### src/rtl/full_adder_pkg.sv
// Shared types and constants for the full adder unit: BIST state encoding and golden table.
// Optional self-test is built when FULL_ADDER_BIST_EN is defined.
package full_adder_pkg;

    localparam int unsigned VEC_W   = 3;
    localparam int unsigned N_VEC   = 8;
    localparam int unsigned GOLD_W  = 2;

    typedef enum logic [1:0] {
        IDLE = 2'd0,
        RUN  = 2'd1,
        DONE = 2'd2
    } bist_state_e;

    // Indexed by {A,B,Cin}; each entry is {Sum,Cout}.
    localparam logic [GOLD_W-1:0] GOLDEN_TT [N_VEC] = '{
        2'b00, 2'b10, 2'b10, 2'b01,
        2'b10, 2'b01, 2'b01, 2'b11
    };

endpackage

### src/rtl/full_adder_unit_if.sv
// Operand/result and self-test signal bundle for full_adder_unit.
interface full_adder_unit_if;

    logic A;
    logic B;
    logic Cin;
    logic in_valid;
    logic Sum;
    logic Cout;
    logic out_valid;
    logic bist_start;
    logic bist_busy;
    logic bist_done;
    logic bist_fail;

    modport master (
        output A, B, Cin, in_valid, bist_start,
        input  Sum, Cout, out_valid, bist_busy, bist_done, bist_fail
    );

    modport slave (
        input  A, B, Cin, in_valid, bist_start,
        output Sum, Cout, out_valid, bist_busy, bist_done, bist_fail
    );

endinterface

### src/rtl/full_adder_cell.sv
// Purely combinational single-bit full adder cell.
module full_adder_cell (
    input  logic a,
    input  logic b,
    input  logic cin,
    output logic sum_c,
    output logic cout_c
);

    always_comb begin
        sum_c  = a ^ b ^ cin;
        cout_c = (a & b) | (a & cin) | (b & cin);
    end

endmodule

### src/rtl/full_adder_unit.sv
// Registered single-bit full adder with optional exhaustive self-test.
// Self-test FSM is built only when FULL_ADDER_BIST_EN is defined.
module full_adder_unit
    import full_adder_pkg::*;
(
    input  logic              clk,
    input  logic              rst,
    full_adder_unit_if.slave  bus
);

    logic cell_a;
    logic cell_b;
    logic cell_cin;
    logic cell_sum;
    logic cell_cout;

    logic sum_q, sum_d;
    logic cout_q, cout_d;
    logic out_valid_q, out_valid_d;

    full_adder_cell u_cell (
        .a      (cell_a),
        .b      (cell_b),
        .cin    (cell_cin),
        .sum_c  (cell_sum),
        .cout_c (cell_cout)
    );

`ifdef FULL_ADDER_BIST_EN

    bist_state_e       state_q, state_d;
    logic [VEC_W-1:0]  cnt_q, cnt_d;
    logic [VEC_W-1:0]  chk_idx_q, chk_idx_d;
    logic              chk_pend_q, chk_pend_d;
    logic              busy_q, busy_d;
    logic              done_q, done_d;
    logic              fail_q, fail_d;

    // Operand mux: the vector counter owns the cell while the self-test runs.
    always_comb begin
        cell_a   = bus.A;
        cell_b   = bus.B;
        cell_cin = bus.Cin;
        if (state_q == RUN) begin
            {cell_a, cell_b, cell_cin} = cnt_q;
        end
    end

    always_comb begin
        state_d     = state_q;
        cnt_d       = cnt_q;
        chk_idx_d   = chk_idx_q;
        chk_pend_d  = chk_pend_q;
        done_d      = done_q;
        fail_d      = fail_q;
        sum_d       = sum_q;
        cout_d      = cout_q;
        out_valid_d = 1'b0;

        case (state_q)
            IDLE, DONE: begin
                if (bus.in_valid) begin
                    sum_d       = cell_sum;
                    cout_d      = cell_cout;
                    out_valid_d = 1'b1;
                end
                if (bus.bist_start) begin
                    state_d    = RUN;
                    cnt_d      = '0;
                    chk_pend_d = 1'b0;
                    done_d     = 1'b0;
                    fail_d     = 1'b0;
                end
            end
            RUN: begin
                // The result registered on the previous edge is checked on this one.
                if (chk_pend_q && ({sum_q, cout_q} != GOLDEN_TT[chk_idx_q])) begin
                    fail_d = 1'b1;
                end
                if (chk_pend_q && (chk_idx_q == VEC_W'(N_VEC - 1))) begin
                    state_d    = DONE;
                    done_d     = 1'b1;
                    chk_pend_d = 1'b0;
                end else begin
                    sum_d      = cell_sum;
                    cout_d     = cell_cout;
                    chk_idx_d  = cnt_q;
                    chk_pend_d = 1'b1;
                    cnt_d      = cnt_q + VEC_W'(1);
                end
            end
            default: begin
                state_d = IDLE;
            end
        endcase

        busy_d = (state_d == RUN);
    end

    always_ff @(posedge clk or posedge rst) begin
        if (rst) begin
            state_q    <= IDLE;
            cnt_q      <= '0;
            chk_idx_q  <= '0;
            chk_pend_q <= 1'b0;
            busy_q     <= 1'b0;
            done_q     <= 1'b0;
            fail_q     <= 1'b0;
        end else begin
            state_q    <= state_d;
            cnt_q      <= cnt_d;
            chk_idx_q  <= chk_idx_d;
            chk_pend_q <= chk_pend_d;
            busy_q     <= busy_d;
            done_q     <= done_d;
            fail_q     <= fail_d;
        end
    end

    assign bus.bist_busy = busy_q;
    assign bus.bist_done = done_q;
    assign bus.bist_fail = fail_q;

`else

    always_comb begin
        cell_a   = bus.A;
        cell_b   = bus.B;
        cell_cin = bus.Cin;
    end

    always_comb begin
        sum_d       = sum_q;
        cout_d      = cout_q;
        out_valid_d = 1'b0;
        if (bus.in_valid) begin
            sum_d       = cell_sum;
            cout_d      = cell_cout;
            out_valid_d = 1'b1;
        end
    end

    assign bus.bist_busy = 1'b0;
    assign bus.bist_done = 1'b0;
    assign bus.bist_fail = 1'b0;

`endif

    always_ff @(posedge clk or posedge rst) begin
        if (rst) begin
            sum_q       <= 1'b0;
            cout_q      <= 1'b0;
            out_valid_q <= 1'b0;
        end else begin
            sum_q       <= sum_d;
            cout_q      <= cout_d;
            out_valid_q <= out_valid_d;
        end
    end

    assign bus.Sum       = sum_q;
    assign bus.Cout      = cout_q;
    assign bus.out_valid = out_valid_q;

endmodule

### src/flat_wrapper.sv
// flat-port wrapper written by rule: the top's interface ports become plain ports
module full_adder_unit_flat import full_adder_pkg::*;
  (clk, rst, bus_A, bus_B, bus_Cin, bus_in_valid, bus_bist_start, bus_Sum, bus_Cout, bus_out_valid, bus_bist_busy, bus_bist_done, bus_bist_fail);
  full_adder_unit_if bus_i ();
  input  logic clk;
  input  logic rst;
  input wire logic [$bits(bus_i.A)-1:0] bus_A;
  input wire logic [$bits(bus_i.B)-1:0] bus_B;
  input wire logic [$bits(bus_i.Cin)-1:0] bus_Cin;
  input wire logic [$bits(bus_i.in_valid)-1:0] bus_in_valid;
  input wire logic [$bits(bus_i.bist_start)-1:0] bus_bist_start;
  output wire logic [$bits(bus_i.Sum)-1:0] bus_Sum;
  output wire logic [$bits(bus_i.Cout)-1:0] bus_Cout;
  output wire logic [$bits(bus_i.out_valid)-1:0] bus_out_valid;
  output wire logic [$bits(bus_i.bist_busy)-1:0] bus_bist_busy;
  output wire logic [$bits(bus_i.bist_done)-1:0] bus_bist_done;
  output wire logic [$bits(bus_i.bist_fail)-1:0] bus_bist_fail;
  assign bus_i.A = bus_A;
  assign bus_i.B = bus_B;
  assign bus_i.Cin = bus_Cin;
  assign bus_i.in_valid = bus_in_valid;
  assign bus_i.bist_start = bus_bist_start;
  assign bus_Sum = bus_i.Sum;
  assign bus_Cout = bus_i.Cout;
  assign bus_out_valid = bus_i.out_valid;
  assign bus_bist_busy = bus_i.bist_busy;
  assign bus_bist_done = bus_i.bist_done;
  assign bus_bist_fail = bus_i.bist_fail;
  full_adder_unit u_core (.clk(clk), .rst(rst), .bus(bus_i));
endmodule
### config.mk
export PLATFORM = sky130hd
export DESIGN_NAME = full_adder_unit_flat
export DESIGN_NICKNAME = d
export VERILOG_FILES = /design/src/rtl/full_adder_pkg.sv /design/src/rtl/full_adder_unit_if.sv /design/src/rtl/full_adder_cell.sv /design/src/rtl/full_adder_unit.sv /design/src/flat_wrapper.sv
export SDC_FILE = /design/constraint.sdc
export NUM_CORES = 1
export LEC_CHECK = 0
export BUFFER_PORTS_ARGS = -buffer_cell sky130_fd_sc_hd__buf_2
export CORE_AREA = 2 2 39 41
export CTS_CLUSTER_DIAMETER = 80
export DETAILED_ROUTE_END_ITERATION = 7
export DIE_AREA = 0 0 41 43
export PLACE_DENSITY = 0.41
export SLEW_MARGIN = 15
export SYNTH_ARGS = -nofsm -noshare
export SYNTH_HDL_FRONTEND = slang
export SYNTH_SLANG_ARGS = --single-unit
### constraint.sdc
create_clock -name clk -period 0.8 [get_ports clk]
set_input_delay 0.16 -clock clk [delete_from_list [all_inputs] [get_ports clk]]
set_output_delay 0.16 -clock clk [all_outputs]
set_load 0.01 [all_outputs]
==> results.tsv, run 1 <==
stage	metric	value	unit
routing	drt_iter0_drc	1	
routing	vias_per_cell	2.95	
logic_synthesis	ys.flop_type	dfrtp_1	
layout	area_delta_synth_final	78.0	%
sta	rsz0062_at_grt	yes	
run_status	outcome	finished, violations left	
clocking	cts_max_level	1	
setup_path	critPathArrivalTime	0.73	ns
pwr	power.density	2140	mW/mm^2
setup_path	cp-start-kind	flop	
logic_synthesis	synth_area	148	um^2
pwr	cellLeakagePower	0.000133	uW
sta	skew	0	ns
sta	fmax	1.12	GHz
clocking	insertion_delay	0.23	ns
clocking	cts_tree	yes	
global_route	grt_pass1_wl	517	um
placement	io_buffers	8	
clocking	clk_pin_slew	0.04	ns
logic_synthesis	ys_types	6	
routing	dr.pass1.iters	2	
setup_path	criticalPathCategory	reg -> out	
pwr	peakVddDrop	0.621	mV
setup_path	crit_fanout	2	
floorplanning	core_area	0.00138	mm^2
setup_path	cp-endpoint	bus_Cout	
worst_hold_path	holdPathStages	1	
sta	hold_viol	0	
placement	place_hpwl	239	um
setup_path	startpoint	u_core.bus.Cout$_DFFE_PP0P_	
logic_synthesis	async_reset_ff_share	100	%
routing	routed-via-count	121	
sta	report.final.slew_viol_count	0	
setup_path	crit_chain	buf_6	
floorplanning	io_pins	13	
clocking	clock-sinks	3	
logic_synthesis	netlist.area_leader.share	50.8	%
sta	fin_crit_sh	112	%
placement	dp_cells	34	
floorplanning	start_util	10.7	%
setup_path	critPathCaptureType	output pin	
logic_synthesis	synth_top_area_cell	dfrtp_1	
logic_synthesis	seq_area_frac_synth	50.8	%
clocking	cts_buffers	3	
sta	setup_viol	5	
sta	period_minus_slack	0.895	ns
placement	placed_area	199	um^2
routing	antenna_left	0	
global_route	grt.overflow.total	0	
placement	gp_congestion	0.559	
layout	fin_area	263	um^2
layout	layout-drive-gt1-share	64.0	%
floorplanning	std_cell_rows	14	
job	max-cap-violations	0	
layout	num_antenna_cells	0	
floorplanning	die_w	41	um
logic_synthesis	avgSynthCellArea	13.4	um^2
global_route	grt_pass1_vias	126	
worst_hold_path	hold_path_class	in -> reg	
clocking	cts.path.max_buffers	2	
setup_path	cp_data_required_time	0.64	ns
layout	final_cells	41	
global_route	grt_max_degree	4	
setup_path	cp.buffers_inverters	1	
setup_path	reg2reg_slack	-0.09	ns
routing	drc	0	
logic_synthesis	synthCells	11	
setup_path	critical_path.reg2reg.startpoint	u_core.bus.Cout$_DFFE_PP0P_	
logic_synthesis	yosysWarnings	0	
global_route	grtUsageTotal	5.05	%
routing	drt_wl_total	294	um
setup_path	cp_slowest_cell	dfrtp_1	
global_route	antenna_found_initial	0	
floorplanning	die_area	0.00176	mm^2
sta	setup_slack	-0.0945	ns
setup_path	r2r_end	u_core.bus.Cout$_DFFE_PP0P_	
clocking	clock-root-buffer	clkbuf_4	
routing	post_drt_wl_per_cell	7.17	um
setup_path	rr_worst_depth	2	
sta	timing.hold.ws	0.0847	ns
logic_synthesis	synth_edf_count	0	
logic_synthesis	synth-seq-cells	3	
setup_path	cpPeakStageDelay	0.38	ns
setup_path	cp_top_family	flip-flops	
logic_synthesis	yosys-top-cells-area	dfrtp_1, buf_4, mux2_2	
logic_synthesis	synth_commonest_cells	buf_4, dfrtp_1, mux2_2	
floorplanning	die_h	43	um
layout	nNetsFinal	34	
setup_path	cp.depth	1	
run_status	violations	setup timing	
==> final cells by class <==
| cell class | instances | area, um^2 |
|---|---|---|
| Timing Repair Buffer | 11 | 77.6 |
| Clock buffer | 4 | 26.3 |
| Sequential cell | 3 | 75.1 |
| Multi-Input combinational cell | 6 | 60.1 |
| Tap cell | 16 | 20.0 |
| Fill cell | 150 | 1120 |
| Inverter | 1 | 3.75 |
==> worst min path at each step <==
stage | to | startpoint
after global placement | u_core.bus.out_valid$_DFF_PP0_ | rst
after global routing | u_core.bus.out_valid$_DFF_PP0_ | bus_in_valid
after CTS | u_core.bus.out_valid$_DFF_PP0_ | bus_in_valid
after detailed placement | u_core.bus.Sum$_DFFE_PP0P_ | rst
after floorplan | u_core.bus.Cout$_DFFE_PP0P_ | rst
final | u_core.bus.out_valid$_DFF_PP0_ | bus_in_valid
==> repair_timing <==
action	CTS	global route
endpoints found under the hold margin	3	0
resized for setup	0	2
endpoints found under the setup margin	4	5
hold buffers	1	0
buffers inserted	2	0
==> cells in the final DEF, fill, tap and decap left out, drive strengths merged <==
cell         netlist  routed
fa                 1       1
mux2               2       2
buf                3      10
dlygate4sd3        0       1
conb               1       3
inv                1       1
clkbuf             0       4
dfrtp              3       3
==> cell families (layout without fill, tap and decap cells) <==
group,count (synthesis),in the layout,share of synthesized area [%]
mux,2,2,15.3
other cells,1,3,2.54
flops,3,3,50.8
buf+inv,4,16,17.8
fa+ha+maj,1,1,13.6
==> through the flow <==
step	util, %	setup WS [ns]	total power, uW	TNS [ns]
after floorplan	-	-0.166	236	-0.247
after global placement	14.4	-0.288	265	-0.498
after detailed placement	14.4	-0.301	269	-0.524
after CTS	18.1	-0.108	574	-0.415
after global routing	19.0	-0.128	621	-0.551
final	19.0	-0.0945	564	-0.399
==> where the power goes <==
group / leakage, uW / internal, uW / switching, uW
registers: 0.0000350 / 172 / 9.30
clock network: 0.0000150 / 187 / 74.6
logic: 0.0000832 / 74.6 / 46.5
==> registers in the layout, indices dropped and copies added, names as in the netlist <==
name	flops
u_core.bus.Cout	1
u_core.bus.Sum	1
u_core.bus.out_valid	1
==> metal layers <==
layer	track usage [%]	vias up	share of wire (%)
met2	5.00	12	37
li1	-	54	-
met4	6.00	0	0
met5	0	-	0
met1	4.58	55	33
met3	5.76	0	30
Power figures use the tool's default switching activity.
==> run 2, diff against run 1 <==
Settings changed: PLACE_DENSITY 0.41 to 0.4.
Clock period 0.8 ns to 1 ns, I/O delays scaled along.
==> results.tsv, run 2 (synthesis gave the netlist of run 1 again) <==
stage	metric	value	unit
layout	num_antenna_cells	0	
job	max-cap-violations	0	
setup_path	cp_slowest_cell	dfrtp_1	
pwr	seq_power_share	34.3	%
setup_path	reg2reg_slack	0.26	ns
pwr	power.density	1830	mW/mm^2
floorplanning	die_w	41	um
pwr	p_sw_share	23.6	%
global_route	grt_max_degree	4	
pwr	p_sw	98.8	uW
pwr	power	419	uW
setup_path	crit_fanout	2	
routing	vias_per_cell	2.72	
sta	fmax	1.07	GHz
sta	fin_setup_tns	0	ns
routing	drt_iter0_drc	0	
clocking	cts_tree	yes	
pwr	power.internal	320	uW
worst_hold_path	hold_path_class	in -> reg	
routing	dr.pass1.iters	1	
routing	drt_wl_total	298	um
clocking	cts_max_level	1	
sta	setup_viol	0	
global_route	grt_pass1_wl	434	um
floorplanning	start_util	10.7	%
floorplanning	die_h	43	um
placement	gp_congestion	0.421	
layout	area_delta_synth_final	55.1	%
setup_path	cp_top_family	flip-flops	
pwr	clkPwrFrac	50.1	%
sta	skew	0	ns
global_route	grt.overflow.total	0	
layout	nNetsFinal	32	
floorplanning	die_area	0.00176	mm^2
clocking	clk_pin_slew	0.04	ns
setup_path	criticalPathCategory	reg -> out	
routing	routed-via-count	106	
setup_path	critPathCaptureType	output pin	
setup_path	cp_data_required_time	0.80	ns
clocking	clock-sinks	3	
global_route	grt_pass1_vias	127	
floorplanning	std_cell_rows	14	
run_status	outcome	complete, no violations	
sta	fin_crit_sh	93.9	%
layout	final_common_cell	buf_2	
clocking	insertion_delay	0.23	ns
setup_path	cpPeakStageDelay	0.37	ns
sta	period_minus_slack	0.939	ns
clocking	clock-root-buffer	clkbuf_4	
setup_path	crit_chain	buf_2	
global_route	grtUsageTotal	4.33	%
global_route	antenna_found_initial	0	
layout	fillCellCount	163	
routing	drc	0	
layout	layout-drive-gt1-share	56.5	%
setup_path	cp.buffers_inverters	1	
pwr	cellLeakagePower	0.000116	uW
clocking	post-cts-setup-buffers	0	
routing	antenna_left	0	
sta	hold_viol	0	
pwr	peakVddDrop	0.326	mV
sta	report.final.slew_viol_count	0	
floorplanning	io_pins	13	
clocking	cts.path.max_buffers	2	
floorplanning	core_area	0.00138	mm^2
pwr	combPwrFrac	15.6	%
clocking	cts_buffers	3	
layout	final_cell_mix	buf_2, conb_1, clkbuf_4, dfrtp_1, mux2_2	
placement	io_buffers	8	
sta	rsz0062_at_grt	no	
setup_path	critPathArrivalTime	0.74	ns
setup_path	cp-start-kind	flop	
routing	post_drt_wl_per_cell	7.64	um
==> run 2: cell count changes in the layout (fill, tap and decap cells not counted) <==
cell | previous run | this run
mux2_2 | 1 | 2
buf_6 | 2 | 0
fa_1 | 0 | 1
buf_4 | 2 | 0
fa_2 | 1 | 0
buf_2 | 6 | 8
mux2_4 | 1 | 0
==> run 2: cell type report <==
class | instances | area (um^2) | area share, %
flip-flops and latches | 3 | 75.1 | 32.8
multi-input cells | 6 | 53.8 | 23.5
well taps | 16 | 20.0 | 8.74
clock buffers | 4 | 26.3 | 11.5
inverters | 1 | 3.75 | 1.64
repair buffers | 9 | 50.0 | 21.9
==> run 2: power by group through the flow <==
stage / Sequential [uW] / Combinational, uW / Clock (uW)
after detailed placement: 146 / 64.0 / 0
after floorplan: 153 / 31.6 / 0
after global routing: 145 / 74.8 / 232
final: 144 / 65.4 / 210
after global placement: 145 / 62.7 / 0
after CTS: 144 / 67.2 / 224
==> run 2: what timing repair did <==
item,in CTS,in global routing
hold buffers,1,0
hold endpoints to repair,3,0
gates resized for setup,0,0
==> run 2: path summary, 6_finish.rpt <==
path,start,end,cells after the start
worst max-delay path,u_core.bus.Cout$_DFFE_PP0P_,bus_Cout,1
worst min-delay path,bus_in_valid,u_core.bus.out_valid$_DFF_PP0_,1
worst max register to register,u_core.bus.Cout$_DFFE_PP0P_,u_core.bus.Cout$_DFFE_PP0P_,1
worst min register to register,u_core.bus.Sum$_DFFE_PP0P_,u_core.bus.Sum$_DFFE_PP0P_,1
max in group asynchronous,rst,u_core.bus.out_valid$_DFF_PP0_,3
min in group asynchronous,rst,u_core.bus.Sum$_DFFE_PP0P_,3
==> run 2: through the flow <==
| step | cell area [um^2] | instances | util, % | hold WS [ns] | setup slack, ns |
|---|---|---|---|---|---|
| 4_1_cts | 229 | 39 | 16.5 | 0.115 | 0.0444 |
| 3_3_place_gp | 193 | 34 | 13.9 | 0.0647 | -0.167 |
| 2_1_floorplan | 155 | 13 | - | -0.0464 | -0.0259 |
| 3_5_place_dp | 193 | 34 | 13.9 | 0.0653 | -0.184 |
| 5_1_grt | 229 | 39 | 16.5 | 0.120 | 0.0375 |
| 6_report | 229 | 39 | 16.5 | 0.121 | 0.0614 |
==> run 2: per-layer routing <==
layer  routed length, um  GRT usage, %  vias to the layer above  share of wire, %
li1                    -             -                       50                 -
met1                 106          4.23                       44                36
met2                 112          4.38                       12                38
met3                  79          3.66                        0                27
met4                   0          6.00                        0                 0
met5                   0             0                        -                 0
==> run 3, diff against run 2 <==
Settings changed: SETUP_SLACK_MARGIN set to 0.15.
==> results.tsv, run 3 (synthesis gave the netlist of run 1 again) <==
stage	metric	value	unit
setup_path	rr_worst_depth	2	
pwr	peakVddDrop	0.299	mV
setup_path	reg2reg_slack	0.11	ns
sta	skew	0	ns
layout	fillCellCount	153	
clocking	cts_max_level	1	
placement	io_buffers	8	
setup_path	critPathArrivalTime	0.74	ns
setup_path	cp_top_family	flip-flops	
routing	dr.pass1.iters	1	
routing	vias_per_cell	2.98	
clocking	clock-root-buffer	clkbuf_4	
layout	area_delta_synth_final	79.7	%
setup_path	cp_slowest_cell	dfrtp_1	
floorplanning	start_util	10.7	%
routing	routed-via-count	119	
setup_path	r2r_end	u_core.bus.Cout$_DFFE_PP0P_	
setup_path	critPathCaptureType	output pin	
layout	final_cell_mix	buf_2, conb_1, clkbuf_4, buf_6, dfrtp_1	
pwr	seq_power_share	31.6	%
layout	fin_area	265	um^2
global_route	grt.overflow.total	0	
sta	fin_crit_sh	94.3	%
pwr	p_sw_share	24.2	%
global_route	grtUsageTotal	4.71	%
worst_hold_path	hold_path_class	in -> reg	
sta	setup_viol	0	
setup_path	cp-start-kind	flop	
routing	post_drt_wl_per_cell	8.90	um
routing	drt_wl_total	356	um
clocking	cts.path.max_buffers	2	
layout	num_antenna_cells	0	
global_route	grt_pass1_vias	121	
setup_path	cpPeakStageDelay	0.38	ns
pwr	power.density	1760	mW/mm^2
pwr	power	466	uW
global_route	antenna_found_initial	0	
global_route	grt_pass1_wl	455	um
pwr	power.internal	353	uW
placement	gp_congestion	0.418	
floorplanning	die_area	0.00176	mm^2
pwr	clkPwrFrac	46.2	%
sta	period_minus_slack	0.943	ns
routing	antenna_left	0	
pwr	cellLeakagePower	0.000135	uW
run_status	outcome	complete, no violations	
pwr	p_sw	113	uW
floorplanning	die_w	41	um
sta	fin_setup_tns	0	ns
pwr	combPwrFrac	22.2	%
setup_path	crit_chain	buf_6	
placement	placed_area	199	um^2
layout	final_core_utilization	19.2	%
setup_path	crit_fanout	2	
floorplanning	core_area	0.00138	mm^2
floorplanning	die_h	43	um
sta	report.final.slew_viol_count	0	
setup_path	critical_path.reg2reg.startpoint	u_core.bus.Cout$_DFFE_PP0P_	
clocking	clock-sinks	3	
floorplanning	std_cell_rows	14	
sta	timing.hold.ws	0.143	ns
clocking	cts_buffers	3	
setup_path	cp.buffers_inverters	1	
layout	nNetsFinal	33	
clocking	clk_pin_slew	0.04	ns
routing	drc	0	
floorplanning	io_pins	13	
layout	final_common_cell	buf_2	
routing	drt_iter0_drc	0	
setup_path	cp.depth	1	
setup_path	criticalPathCategory	reg -> out	
setup_path	startpoint	u_core.bus.Sum$_DFFE_PP0P_	
sta	rsz0062_at_grt	yes	
clocking	insertion_delay	0.23	ns
global_route	grt_max_degree	4	
setup_path	cp-endpoint	bus_Sum	
job	max-cap-violations	0	
sta	fmax	1.06	GHz
sta	hold_viol	0	
layout	layout-drive-gt1-share	62.5	%
setup_path	cp_data_required_time	0.80	ns
clocking	cts_tree	yes	
-- run 3: cell count changes in the layout (fill, tap and decap cells not counted), sizes merged --
| cell | before | now |
|---|---|---|
| buf | 8 | 9 |
-- run 3: what timing repair did --
item / in CTS / in global routing
endpoints found under the hold margin: 3 / 0
hold buffers: 1 / 0
resized for setup: 2 / 2
gates cloned: 0 / 0
setup endpoints to repair: 4 / 4
buffers inserted: 0 / 1
pin swaps: 1 / 1
-- run 3: layout make-up --
type	count	area (um^2)	area share [%]
clock buffer	4	26.3	9.91
inverter	1	3.75	1.42
multi-input combinational	6	63.8	24.1
sequential	3	75.1	28.3
tap	16	20.0	7.55
timing repair buffer	10	76.3	28.8
-- run 3: worst min path at each step --
stage                                          end          from  cells after the start  slack (ns)
finish              u_core.bus.out_valid$_DFF_PP0_  bus_in_valid                      1        0.14
global route        u_core.bus.out_valid$_DFF_PP0_  bus_in_valid                      1        0.14
CTS                 u_core.bus.out_valid$_DFF_PP0_  bus_in_valid                      1        0.13
detailed placement  u_core.bus.out_valid$_DFF_PP0_           rst                      2        0.07
global placement    u_core.bus.out_valid$_DFF_PP0_           rst                      2        0.07
floorplan              u_core.bus.Cout$_DFFE_PP0P_           rst                      1       -0.05
-- run 3: routing by layer --
| layer | GRT usage [%] | part of all wire (%) | vias to the layer above |
|---|---|---|---|
| li1 | - | - | 53 |
| met1 | 2.56 | 34 | 54 |
| met2 | 6.56 | 51 | 12 |
| met3 | 4.71 | 15 | 0 |
| met4 | 6.00 | 0 | 0 |
| met5 | 0 | 0 | - |
-- run 3: power groups by stage --
stage	combinational (uW)	clock (uW)	sequential, uW
after global placement	66.7	0	145
after detailed placement	68.3	0	145
final	103	215	147
after floorplan	35.2	0	153
after CTS	80.3	224	144
after global routing	115	236	148
-- run 3: stage by stage --
step	std cells	setup slack [ns]
2_1_floorplan	13	-0.00607
3_3_place_gp	34	-0.144
3_5_place_dp	34	-0.150
4_1_cts	39	0.0494
5_1_grt	40	0.0346
6_report	40	0.0573
